**src/rtl/gf_chieny_search.sv**
```systemverilog
// rtl/gf_chieny_search.sv - parallel Chien search over GF(2^m), pDAT_W positions per word
// Λi sits at iloc_poly[m*i +: m]; the start/step multipliers of term i sit at [m*(i-1) +: m].
module gf_chieny_search #(
    parameter int m      = 4,
    parameter int irrpol = 19,
    parameter int n      = 15,
    parameter int t      = 2,
    parameter int pDAT_W = 4
) (
    input  logic                     iclk,
    input  logic                     ireset,
    input  logic                     iclkena,
    input  logic                     ival,
    input  logic                     isop,
    input  logic [m*(t+1)-1:0]       iloc_poly,
    input  logic [$clog2(t+1)-1:0]   iloc_deg,
    input  logic [m*t-1:0]           ialpha_start,
    input  logic [m*t-1:0]           ialpha,
    output logic                     oval,
    output logic                     osop,
    output logic                     oeop,
    output logic [pDAT_W-1:0]        oerr,
    output logic [$clog2(n+1)-1:0]   oerr_cnt,
    output logic                     odecfail
);

    localparam int W     = (n + pDAT_W - 1) / pDAT_W;
    localparam int CW    = (W > 1) ? $clog2(W) : 1;
    localparam int DW    = $clog2(t+1);
    localparam int NW    = $clog2(n+1);
    localparam int LASTV = n - (W-1)*pDAT_W;
    localparam int IRR   = irrpol;
    localparam logic [m-1:0]  POLY_LO = IRR[m-1:0];
    localparam logic [CW-1:0] LAST_W  = CW'(W-1);
    localparam logic [NW:0]   N_SAT   = (NW+1)'(n);

    function automatic logic [m-1:0] gf_mul(input logic [m-1:0] a, input logic [m-1:0] b);
        logic [m-1:0] acc;
        logic [m-1:0] sh;
        acc = '0;
        sh  = a;
        for (int k = 0; k < m; k++) begin
            if (b[k]) acc = acc ^ sh;
            sh = sh[m-1] ? ({sh[m-2:0], 1'b0} ^ POLY_LO) : {sh[m-2:0], 1'b0};
        end
        return acc;
    endfunction

    logic              r_busy;
    logic [CW-1:0]     r_wcnt;
    logic [m-1:0]      r_lam0;
    logic [m-1:0]      r_fb [1:t];
    logic [DW-1:0]     r_deg;
    logic [NW-1:0]     r_cnt;

    logic              w_acc;
    logic              w_start;
    logic              w_step;
    logic              w_take;
    logic [CW-1:0]     w_widx;
    logic              w_last;
    logic [m-1:0]      w_lam0;
    logic [m-1:0]      w_term [1:t][pDAT_W];
    logic [pDAT_W-1:0] w_err;
    logic [NW:0]       w_pop;
    logic [NW:0]       w_sum_raw;
    logic [NW-1:0]     w_sum;
    logic [DW-1:0]     w_deg;

    // Words outside a frame (no isop seen) are not taken at all.
    assign w_acc   = iclkena & ival;
    assign w_start = w_acc & isop;
    assign w_step  = w_acc & ~isop & r_busy;
    assign w_take  = w_start | w_step;
    assign w_widx  = w_start ? '0 : r_wcnt;
    assign w_last  = (w_widx == LAST_W);
    assign w_deg   = w_start ? iloc_deg : r_deg;

    always_comb begin
        logic [m-1:0] w_run;
        w_run  = '0;
        w_lam0 = w_start ? iloc_poly[m-1:0] : r_lam0;
        for (int i = 1; i <= t; i++) begin
            if (w_start)
                w_run = gf_mul(iloc_poly[m*i +: m], ialpha_start[m*(i-1) +: m]);
            else
                w_run = gf_mul(r_fb[i], ialpha[m*(i-1) +: m]);
            w_term[i][0] = w_run;
            for (int b = 1; b < pDAT_W; b++) begin
                w_run        = gf_mul(w_run, ialpha[m*(i-1) +: m]);
                w_term[i][b] = w_run;
            end
        end
    end

    always_comb begin
        logic [m-1:0] w_s;
        w_s   = '0;
        w_err = '0;
        w_pop = '0;
        for (int b = 0; b < pDAT_W; b++) begin
            w_s = w_lam0;
            for (int i = 1; i <= t; i++) w_s = w_s ^ w_term[i][b];
            // Only the last word can carry padding positions beyond n-1.
            w_err[b] = (w_s == '0) && !(w_last && (b >= LASTV));
            w_pop    = w_pop + (NW+1)'(w_err[b]);
        end
    end

    assign w_sum_raw = (w_start ? '0 : {1'b0, r_cnt}) + w_pop;
    assign w_sum     = (w_sum_raw > N_SAT) ? N_SAT[NW-1:0] : w_sum_raw[NW-1:0];

    always_ff @(posedge iclk or negedge ireset) begin
        if (!ireset) begin
            r_busy   <= 1'b0;
            r_wcnt   <= '0;
            r_lam0   <= '0;
            r_deg    <= '0;
            r_cnt    <= '0;
            for (int i = 1; i <= t; i++) r_fb[i] <= '0;
            oval     <= 1'b0;
            osop     <= 1'b0;
            oeop     <= 1'b0;
            oerr     <= '0;
            oerr_cnt <= '0;
            odecfail <= 1'b0;
        end else if (iclkena) begin
            oval <= w_take;
            osop <= w_take & (w_widx == '0);
            oeop <= w_take & w_last;
            if (w_take) begin
                oerr   <= w_err;
                r_cnt  <= w_sum;
                r_lam0 <= w_lam0;
                r_deg  <= w_deg;
                for (int i = 1; i <= t; i++) r_fb[i] <= w_term[i][pDAT_W-1];
                if (w_last) begin
                    r_wcnt   <= '0;
                    r_busy   <= 1'b0;
                    oerr_cnt <= w_sum;
                    odecfail <= (w_sum != NW'(w_deg));
                end else begin
                    r_wcnt <= w_widx + CW'(1);
                    r_busy <= 1'b1;
                end
            end
        end
    end

endmodule

```
**config.mk**
```make
export PLATFORM = sky130hd
export DESIGN_NAME = gf_chieny_search
export DESIGN_NICKNAME = d
export VERILOG_FILES = /design/src/rtl/gf_chieny_search.sv
export SDC_FILE = /design/constraint.sdc
export NUM_CORES = 1
export LEC_CHECK = 0
export CAP_MARGIN = 20
export CORE_UTILIZATION = 49
export CTS_BUF_LIST = sky130_fd_sc_hd__clkbuf_8
export DETAILED_ROUTE_END_ITERATION = 8
export DONT_BUFFER_PORTS = 1
export PLACE_DENSITY = 0.7
export SLEW_MARGIN = 20
export SYNTH_ARGS = -nofsm -noshare
export SYNTH_HDL_FRONTEND = slang
export SYNTH_SLANG_ARGS = --single-unit
```
**constraint.sdc**
```tcl
create_clock -name iclk -period 11.6 [get_ports iclk]
set_clock_uncertainty 0.2 [all_clocks]
set_input_delay 1.16 -clock iclk [delete_from_list [all_inputs] [get_ports iclk]]
set_output_delay 1.16 -clock iclk [all_outputs]
set_load 0.02 [all_outputs]
```
# Word-level counts from Yosys, hierarchy flattened
# Index checks and enable logic that the tools add are counted.
# word_totals
inputBits	35
register_bits	33
out_inout_bits	12
wordCells	197
# classes
n_eq_ne	2
order_cmp	1
mux	91
bitwise	76
n_reduce_logical	9
addsub	5
# ops
cell	count
4-bit 2-to-1 mux	57
4-bit bitwise XOR	38
2-bit 2-to-1 mux	33
2-bit NOT	30
4-bit zero test	4
1-bit bitwise AND	6
4-bit by 4-bit adder with 5-bit output	1
5-bit by 4-bit > comparator with 1-bit output, second input constant	1
3-bit by 1-bit adder with 4-bit output	1
4-bit by 2-bit != test with 1-bit output	1
2-bit by 1-bit adder with 3-bit output	1
3-bit AND reduction	1
1-bit by 1-bit adder with 2-bit output	1
2-bit by 1-bit adder with 2-bit output, second input constant	1
2-bit equality test, second input constant	1
2-bit zero test	1
2-bit AND reduction	1
1-bit logical AND	1
1-bit zero test	1
1-bit 2-to-1 mux	1
1-bit NOT	1
1-bit bitwise OR	1

# Longest topological paths before layout
# Gate-level depths: netlist (run 1).
# depth
ltp_word	45
mapped_depth	28
ltp_nobuf	25

# Worst setup path after synthesis (run 1)
# No wires, ideal clock.
# synth_path
path_type	input to register
startpoint	input port iloc_poly[5]
endpoint	register odecfail
arrival_ns	6.745
setup_time_ns	0.066
n_path_buf	1
path_slack_ns	4.589
required_time_ns	11.334
path_stages	26
cell_sequence	clkbuf_1 nand2_1 xnor3_1 xor2_1 mux2i_4 clkinv_1 xnor2_1 o311ai_2 xor2_2 nand2_1 xor3_1 xor2_1 xnor2_1 nor2_1 xnor2_1 xnor3_1 nand4b_1 or2_1 fa_1 fa_1 nor2_1 nand2_1 and2_1 or2_2 nand4_1 o31a_1
# synth_between
elab_chain_len	41
word_cells_on_any_way	71
cone_classes	add/sub (4); order compare (1); eq/ne (1); mux (31); bitwise (29); reduce/logical (5)
# synth_lines
item	line	source
from (decl)	15	input logic [m*(t+1)-1:0] iloc_poly,
4-bit 2-to-1 mux	43	if (b[k]) acc = acc ^ sh;
4-bit 2-to-1 mux	84	if (w_start)
4-bit bitwise XOR	43	
4-bit 2-to-1 mux	43	
4-bit 2-to-1 mux	84	
4-bit bitwise XOR	43	
4-bit 2-to-1 mux	43	
4-bit 2-to-1 mux	84	
(+24 left out)	--	
4-bit bitwise XOR (2 in series)	103	for (int i = 1; i <= t; i++) w_s = w_s ^ w_term[i][b];
4-bit zero test	105	w_err[b] = (w_s == '0) && !(w_last && (b >= LASTV));
1-bit logical AND	105	
3-bit by 1-bit adder with 4-bit output (*)	106	w_pop = w_pop + (NW+1)'(w_err[b]);
4-bit by 4-bit adder with 5-bit output (*)	110	assign w_sum_raw = (w_start ? '0 : {1'b0, r_cnt}) + w_pop;
5-bit by 4-bit > comparator with 1-bit output	111	assign w_sum = (w_sum_raw > N_SAT) ? N_SAT[NW-1:0] : w_sum_raw[NW-1:0];
4-bit 2-to-1 mux (*)	111	
4-bit by 2-bit != test with 1-bit output (*)	141	odecfail <= (w_sum != NW'(w_deg));
to (signal assigned)	141	
to (decl)	24	output logic odecfail
# Every way passes the cells marked *; elsewhere a longest branch is shown, timed or not. The select of a mux whose other input is x is not followed.
# A chain may end at the register's enable or synchronous reset.

# Worst setup path after layout (run 1)
# layout_path
startpoint	input port isop
endpoint	register odecfail
# layout_between
elab_chain_len	33
word_cells_on_any_way	112
cone_classes	add/sub (4); order compare (1); eq/ne (2); mux (49); bitwise (49); reduce/logical (7)
# layout_lines
item	line	source
from (decl)	14	input logic isop,
1-bit bitwise AND	72	assign w_start = w_acc & isop;
4-bit 2-to-1 mux	84	
2-bit NOT (no source line), or another cell as far along	--	
2-bit 2-to-1 mux / 4-bit bitwise XOR (equally long branches)	44, 43	
4-bit bitwise XOR / 4-bit 2-to-1 mux (equally long branches)	43	
4-bit 2-to-1 mux / 4-bit bitwise XOR (equally long branches)	43	
4-bit bitwise XOR / 4-bit 2-to-1 mux (equally long branches)	43	
4-bit 2-to-1 mux / 4-bit bitwise XOR (equally long branches)	43	
(+16 left out)	--	
4-bit bitwise XOR (2 in series)	103	
4-bit zero test	105	
1-bit logical AND	105	
3-bit by 1-bit adder with 4-bit output	106	
4-bit by 4-bit adder with 5-bit output	110	
5-bit by 4-bit > comparator with 1-bit output	111	
4-bit 2-to-1 mux	111	
4-bit by 2-bit != test with 1-bit output	141	
# Parallel ways exist; a longest one is shown, timed or not.

==> results.yml, run 1 <==
run_status:
  outcome: "finished clean"
layout:
  fillers: 962
  seq_area_um2: 826
  antenna_cells: 0
  design_area_um2: 5290
  multi_input_area_um2: 4100
  layout.nets: 659
  layout-drive-gt1-share_pct: 7.59
  syn_to_final_growth_pct: 1.10
logic_synthesis:
  synth.most_common_cell: "nand2_1"
  synth_edf_count: 0
  synth.largest_area_cell: "dfrtp_1"
  syn_nets: 691
  seq_area_frac_synth_pct: 15.8
  yosys.area.top_type_share_pct: 15.8
  synth.area.top_cells: "dfrtp_1, xnor2_1, nand2_1, xor2_1, xnor3_1"
  synthFlopType: "dfrtp_1"
  synth_warnings: 0
  avgSynthCellArea_um2: 8.06
  synth_common_cells: "nand2_1, xnor2_1, xor2_1"
  synth_area_um2: 5240
  synth-seq-cells: 33
  synthArstFlopShare_pct: 100
  synthCells: 650
  synth_cell_types: 80
placement:
  placed_area_um2: 5190
  portBuffers: 0
  gp_congestion: 0.876
  dp_hpwl_mm: 9.26
route:
  drc: 0
  viasPerCell: 5.77
  antenna_left: 0
  post_drt_wl_per_cell_um: 16.4
  drtIter0Drc: 250
  routed_wl_mm: 12.4
  vias: 4357
  firstDrtPassIters: 5
floorplanning:
  num_rows: 37
  die_w_um: 105
  start_util_pct: 50.7
  ios: 47
  dieArea_um2: 11100
  die_h_um: 105
  core_region_area_um2: 10300
worst_setup_path:
  cp-start-kind: "input pin"
  worst_ep_required_time_ns: 11.63
  arrival_ns: 7.96
  worstSetupPathType: "input pin to flip-flop"
  cp_max_fo: 24
  slowest_delay_ns: 0.78
  crit_path_cell_trace: "nand3_2 -> mux2i_2 -> xnor2_1 -> a211o_1 -> nand2_1 -> xor2_1 -> a21boi_0 -> o221ai_1 -> xor2_1 -> nand2_1 -> xnor3_1 -> xnor2_1 -> xnor2_1 -> nand4b_1 -> or2_1 -> fa_1 -> fa_1 -> nor2_1 -> nand2_1 -> and2_1 -> or2_2 -> nand4_1 -> o31a_1"
  rr_startpoint: "r_fb[2]"
  cp-startpoint: "isop"
  cp-end-kind: "flip-flop"
  slowest_stage: "mux2i_2"
clocking:
  post_cts_buffers: 0
  worst_skew_pair.late_latency_ns: 0.29
  cts_tree: "yes"
  ctsResizeCount: 0
  clock_path_buffers: 2
  numCtsBuffers: 5
  path_clk_slew_ns: 0.07
  cts.sinks: 33
  cts-htree-levels: 2
  cts-root-buf: "clkbuf_8"
  hold_buffers: 0
sta:
  holdWs_ns: 0.287
  rsz0062_at_grt: "false"
  setup_viol_count_final: 0
  slew_violations: 0
  period_needed_ns: 7.93
  hold_violations: 0
  setup_tns_ns: 0
  finalCritPeriodShare_pct: 68.4
  max_slew_margin_pct: 33.3
  worst_pin_slew_ns: 0.972
  fmax_ghz: 0.126
global_route:
  gr-usage-met3_pct: 3.34
  grt_use_met2_pct: 38.9
  grt_max_degree: 34
  met1_usage_pct: 31.0
  grt-ovfl-total: 0
  antenna_found_initial: 0
  grt_first_pass_wirelength_mm: 20.7
  busiest_layer: "met2"
  grt_util_all_layers_pct: 23.0
  grt_pass1_vias: 4191
worst_hold_path:
  min_from: "r_cnt[1]"
  min_path_type: "flip-flop to flip-flop"
job:
  max-cap-violations: 0
## final cells by class
cell class	count	share of cell area [%]
clock buffer	7	1.82
clock inverter	1	0.0945
inverter	24	1.70
multi-input combinational	553	77.4
sequential	33	15.6
tap	136	3.21
timing repair buffer	1	0.142
## layer usage
metal	up-vias	part of all wire, %
met5	-	0
met4	0	1.3
met3	17	5.1
met2	125	49
met1	2094	45
li1	2121	-
## through the flow
stage	utilization (%)	instances	setup slack [ns]
floorplan	-	650	4.59
global placement	50.3	747	3.78
detailed placement	50.3	747	3.49
CTS	51.3	755	3.77
global route	51.3	755	3.19
finish	51.3	755	3.67
## cell families after synthesis
| family | after synthesis | share of synthesized area (%) |
|---|---|---|
| and+or+nand+nor | 263 | 23.7 |
| xor gates and xnor gates | 156 | 32.7 |
| AOI/OAI and AO/OA | 103 | 14.5 |
| buffers and inverters | 64 | 5.95 |
| DFF | 33 | 15.8 |
| muxes | 25 | 5.57 |
| adders and majority gates | 6 | 1.86 |
## path summary, 6_finish.rpt
kind | to | slack (ns) | cells past startpoint
hold reg to reg | r_cnt[1] | 0.29 | 2
min in group asynchronous | oeop | 0.36 | 0
max in group asynchronous | r_lam0[2] | 10.76 | 0
hold / removal | r_cnt[1] | 0.29 | 2
setup / recovery | odecfail | 3.67 | 23
setup reg to reg | odecfail | 4.06 | 25
## flip-flops by register name (all words and copies together), names as in the netlist
register	count
r_fb	8
oerr	4
oerr_cnt	4
r_cnt	4
r_lam0	4
r_deg	2
r_wcnt	2
odecfail	1
oeop	1
osop	1
oval	1
r_busy	1
## worst max-delay path, delay by kind of cell
family,cells,cell delay [ns]
AOI/OAI and AO/OA,4,0.94
muxes,1,0.78
adders and majority gates,2,0.92
and+or+nand+nor,10,1.88
xor gates and xnor gates,6,2.25
## cells in the final DEF, fill, tap and decap left out, types with 14 or more instances in the layout
master,n
a21oi_1,15
and3_1,15
dfrtp_1,33
inv_1,20
mux2i_1,15
nand2_1,147
nand3_1,14
nor2_1,23
o21ai_0,22
xnor2_1,86
xnor3_1,15
xor2_1,41
Power of run 1 is left out: the tool's default activity adds up to more than one toggle a clock period on the data nets, which glitch-free logic cannot reach.
==> inputs of run 2 (changes only) <==
ABC_AREA = 1   (was default)
PLACE_DENSITY = 0.72   (was 0.7)
clock period = 7.17 ns   (was 11.6 ns; I/O delays follow)
==> run 2 against run 1 <==
Effect of this change: the run now ends with design-rule violations left; flip-flop and latch count did not move; die area rose by 12%; hold slack got worse by 0.23 ns; sequential share of layout area fell by 1.8 points; routed wire length rose by 15%; cell count rose by 55%; via count rose by 39%; count of clock-buffer cells in the layout fell by 2; highest routed layer unchanged.
==> results.yml, run 2 <==
run_status:
  outcome: "finished, violations left"
  violations: "design-rule violations"
clocking:
  cts-root-buf: "clkbuf_8"
  numCtsBuffers: 5
  path_clk_slew_ns: 0.07
  cts.sinks: 33
  post_cts_buffers: 0
  cts_tree: "yes"
  cts-htree-levels: 2
  clock_path_buffers: 2
  worst_skew_pair.late_latency_ns: 0.29
worst_setup_path:
  cp-end-kind: "flip-flop"
  slowest_stage: "nor4_1"
  worst_ep_required_time_ns: 7.14
  cp-start-kind: "input pin"
  rr_startpoint: "r_fb[6]"
  worstSetupPathType: "input pin to flip-flop"
  worst-path-buf-inv: 7
  crit_family: "simple AND/OR/NAND/NOR gates"
  slowest_delay_ns: 0.43
  arrival_ns: 5.91
  cp_max_fo: 24
  cp-startpoint: "isop"
  crit_top_cell: "nand2_1"
logic_synthesis:
  synth.most_common_cell: "nand2_1"
  synthArstFlopShare_pct: 100
  syn_nets: 1089
  synth.largest_area_cell: "nand2_1"
  synthFlopType: "dfrtp_1"
  yosys.area.top_type_share_pct: 24.5
  synth_edf_count: 0
  synth_cell_types: 38
  synth_warnings: 0
  seq_area_frac_synth_pct: 14.0
  synth_common_cells: "nand2_1, nand3_1, inv_1"
  synth-seq-cells: 33
  synthCells: 1048
  avgSynthCellArea_um2: 5.62
  synth_area_um2: 5890
  synth.area.top_cells: "nand2_1, dfrtp_1, nand3_1, inv_1, nand2_2"
layout:
  regMostFlops: "r_fb"
  largest_reg_flops: 8
  layout-drive-gt1-share_pct: 15.6
  layout.nets: 1066
  antenna_cells: 0
  final_common_cell: "nand2_1"
  stdcell_count: 1169
  layout_common_cells: "nand2_1, nand3_1, inv_1"
  syn_to_final_growth_pct: 1.76
route:
  post_drt_wl_per_cell_um: 12.2
  antenna_left: 0
  drtIter0Drc: 327
  drc: 2
  firstDrtPassIters: 7
  viasPerCell: 5.17
  vias: 6045
  routed_wl_mm: 14.3
floorplanning:
  start_util_pct: 50.9
  die_w_um: 112
  core_region_area_um2: 11600
  ios: 47
  die_h_um: 112
  num_rows: 39
  dieArea_um2: 12500
global_route:
  grt_util_all_layers_pct: 24.0
  grt_first_pass_wirelength_mm: 24.9
  grt_use_met2_pct: 41.0
  grt_max_degree: 34
  grt_pass1_vias: 5489
  gr-usage-met3_pct: 2.07
  grt-ovfl-total: 0
  busiest_layer: "met2"
  antenna_found_initial: 0
  met1_usage_pct: 32.3
sta:
  setup_tns_ns: 0
  max_slew_margin_pct: 54.5
  setup_viol_count_final: 0
  finalCritPeriodShare_pct: 82.9
  worst_pin_slew_ns: 0.675
  period_needed_ns: 5.95
  fmax_ghz: 0.168
  holdWs_ns: 0.0532
  rsz0062_at_grt: "false"
  slew_violations: 0
  hold_violations: 0
placement:
  placedCellCount: 1160
  gp_congestion: 0.868
  dp_hpwl_mm: 11.5
  portBuffers: 0
worst_hold_path:
  min_path_type: "input pin to async pin"
job:
  max-cap-violations: 0
[run 2: cell count changes in the layout (fill, tap and decap cells not counted), moves of 19 or more]
| cell | change |
|---|---|
| nand2_2 | +50 |
| inv_2 | +22 |
| nand2_1 | +237 |
| xnor2_1 | -79 |
| inv_1 | +96 |
| nand3_1 | +149 |
| nor2_1 | +38 |
| nand3_2 | +22 |
| nand2_4 | +19 |
[run 2: worst paths after layout]
kind                       cells after the start     endpoint  slack, ns
max                                           32     odecfail       1.22
min                                            1  oerr_cnt[1]       0.05
max reg2reg                                   34     odecfail       1.43
min reg2reg                                    2    r_wcnt[1]       0.28
max in group asynchronous                      1         oeop       6.55
min in group iclk                              2    r_wcnt[1]       0.28
[run 2: cell type report]
type / count / area, um2
Fill cell: 1226 / 5570
Inverter: 146 / 551
Sequential cell: 33 / 826
Tap cell: 143 / 179
Clock buffer: 5 / 68.8
Multi-Input combinational cell: 838 / 4330
Clock inverter: 3 / 13.8
Timing Repair Buffer: 1 / 20.0
[run 2: routing by layer]
metal / wire [um] / up-vias
met5: 0 / -
met2: 6460 / 107
met4: 325 / 0
li1: - / 3225
met1: 6960 / 2690
met3: 562 / 23
[run 2: worst reg2reg max path: cells and delay by family, from the launching register on]
kind / cells / cell delay [ns]
AOI/OAI and AO/OA: 2 / 0.27
xor gates and xnor gates: 3 / 0.40
buffers and inverters: 7 / 0.49
adders and majority gates: 3 / 1.06
and+or+nand+nor: 19 / 2.69
DFF: 1 / 0.52
[run 2: cells by family (layout without fill, tap and decap cells)]
logic type / Yosys count / after routing / synth area share, %
adder cells (fa/ha/maj): 6 / 6 / 1.66
XOR/XNOR: 36 / 36 / 5.67
AND/OR/NAND/NOR: 747 / 747 / 61.8
buffers and inverters: 177 / 155 / 12.4
flip-flops: 33 / 33 / 14.0
AO/OA/AOI/OAI: 49 / 49 / 4.44
[run 2: stage by stage]
step	utilization [%]	setup slack (ns)	instance area (um2)
5_1_grt	51.8	0.630	5990
6_report	51.8	1.22	5990
4_1_cts	51.8	1.22	5990
3_3_place_gp	50.9	1.07	5890
2_1_floorplan	-	1.73	5890
3_5_place_dp	50.9	0.926	5890
[run 2: timing repair]
item	CTS	global route
hold endpoints to repair	33	0
gates resized for setup	0	0
hold buffers	1	0
Power of run 2 is left out for the same reason.
==> inputs of run 3 (changes only) <==
ABC_AREA = 0   (was 1)
clock period = 5.3 ns   (was 7.17 ns; I/O delays follow)
==> run 3 against run 2 <==
Effect of this change: the flow finishes with violations (negative setup slack); highest routed layer unchanged; count of clock-buffer cells in the layout stayed put; sequential share of layout area is 1.5 points lower; non-clock buffer count is 144 higher; via count is 17% lower; worst setup slack worse by 2.5 ns; design area is 13% higher.
==> results.yml, run 3 (same netlist as run 1, synthesis figures left out) <==
global_route:
  grt-ovfl-total: 0
  antenna_found_initial: 0
  grt_first_pass_wirelength_mm: 23.8
  grt_util_all_layers_pct: 26.4
  grt_max_degree: 34
  grt_pass1_vias: 5013
layout:
  seq_area_um2: 830
  largest_reg_flops: 8
  syn_to_final_growth_pct: 29.5
  final_common_cell: "nand2_1"
  regMostFlops: "r_fb"
  layout-drive-gt1-share_pct: 31.8
  fillers: 803
  multi_input_area_um2: 4450
  antenna_cells: 0
  layout.nets: 803
  layout_common_cells: "nand2_1, buf_4, xnor2_1"
floorplanning:
  ios: 47
  die_w_um: 105
  num_rows: 37
  start_util_pct: 50.7
  core_region_area_um2: 10300
  dieArea_um2: 11100
  die_h_um: 105
sta:
  fmax_ghz: 0.152
  finalWorstSetupSlack_ns: -1.28
  worst_pin_slew_ns: 0.537
  setup_viol_count_final: 9
  period_needed_ns: 6.58
  finalCritPeriodShare_pct: 124
  slew_violations: 0
  rsz0062_at_grt: "true"
  max_slew_margin_pct: 63.7
  hold_violations: 0
clocking:
  numCtsBuffers: 5
  worst_skew_pair.late_latency_ns: 0.28
  cts-htree-levels: 2
  cts_tree: "yes"
  cts-root-buf: "clkbuf_8"
  clock_path_buffers: 2
  path_clk_slew_ns: 0.07
  cts.sinks: 33
worst_setup_path:
  crit_top_cell: "buf_4"
  worstSetupPathType: "flip-flop to flip-flop"
  cp-end-kind: "flip-flop"
  worst_ep_required_time_ns: 5.27
  slowest_delay_ns: 0.46
  r2r_slack_ns: -1.28
  rr_startpoint: "r_fb[1]"
  cp-start-kind: "flip-flop"
  reg2regPathDepth: 30
  cp_max_fo: 4
  slowest_stage: "dfrtp_2"
  arrival_ns: 6.55
  r2r_end: "odecfail"
route:
  firstDrtPassIters: 5
  post_drt_wl_per_cell_um: 16.5
  antenna_left: 0
  routed_wl_mm: 14.8
  viasPerCell: 5.59
  drtIter0Drc: 312
  vias: 5022
  drc: 0
placement:
  dp_hpwl_mm: 10.8
  dp_worst_setup_slack_ns: -1.26
  gp_congestion: 0.905
  portBuffers: 0
worst_hold_path:
  min_from: "iclkena"
  min_to: "oeop"
  min_path_type: "input pin to flip-flop"
  holdPathStages: 1
run_status:
  violations: "negative setup slack"
  outcome: "finished, violations left"
job:
  max-cap-violations: 0
-- run 3: cell count changes in the layout (fill, tap and decap cells not counted), sizes merged, moves of 13 or more --
cell and change:
and3 +15, nor2 -56, mux2i +18, xnor3 +15, inv -116, nand2 -307, nand3 -176, xnor2 +84
buf +143, nor2b +13, xor2 +18, o211ai +13
-- run 3: layer usage --
| layer | GRT usage [%] | up-vias | wire length (um) |
|---|---|---|---|
| li1 | - | 2398 | - |
| met1 | 33.0 | 2475 | 6140 |
| met2 | 48.7 | 129 | 7730 |
| met3 | 3.46 | 20 | 695 |
| met4 | 4.93 | 0 | 248 |
| met5 | 0 | - | 0 |
-- run 3: repair_timing --
item                                   4_1_cts  5_1_grt
resized for setup                           25       34
hold buffers                                 2        0
endpoints found under the hold margin       33        0
buffers inserted                            15       13
pin swaps                                   31       40
setup endpoints to repair                    9       10
-- run 3: per-stage QoR --
stage | instances | hold slack (ns) | cell area [um2] | utilization (%) | setup TNS (ns)
2_1_floorplan | 650 | 0.0344 | 5370 | - | -3.42
3_3_place_gp | 861 | 0.0350 | 6180 | 59.8 | -8.13
3_5_place_dp | 861 | 0.0350 | 6180 | 59.8 | -9.12
4_1_cts | 886 | 0.142 | 6530 | 63.3 | -8.65
5_1_grt | 899 | 0.138 | 6780 | 65.7 | -12.16
6_report | 899 | 0.145 | 6780 | 65.7 | -9.60
-- run 3: worst max path at each step --
stage | startpoint | endpoint
floorplan | iloc_poly[11] | odecfail
global placement | ialpha_start[4] | odecfail
detailed placement | r_fb[2] | odecfail
CTS | r_fb[2] | odecfail
global route | r_fb[1] | odecfail
finish | r_fb[1] | odecfail
-- run 3: cell type report --
type	instances	share of cell area (%)
Tap cell	136	2.51
Sequential cell	33	12.2
Clock buffer	5	1.01
Timing Repair Buffer	145	17.1
Multi-Input combinational cell	553	65.6
Inverter	24	1.35
Clock inverter	3	0.166
-- run 3: critical path, delay by kind of cell, from the launching register on --
kind | cells | cell delay [ns]
AO/OA/AOI/OAI | 2 | 0.40
XOR/XNOR | 9 | 2.13
flip-flops | 1 | 0.46
multiplexers | 1 | 0.18
adder cells (fa/ha/maj) | 2 | 0.73
buffers and inverters | 5 | 0.74
AND/OR/NAND/NOR | 11 | 1.62
Power of run 3 is left out for the same reason.
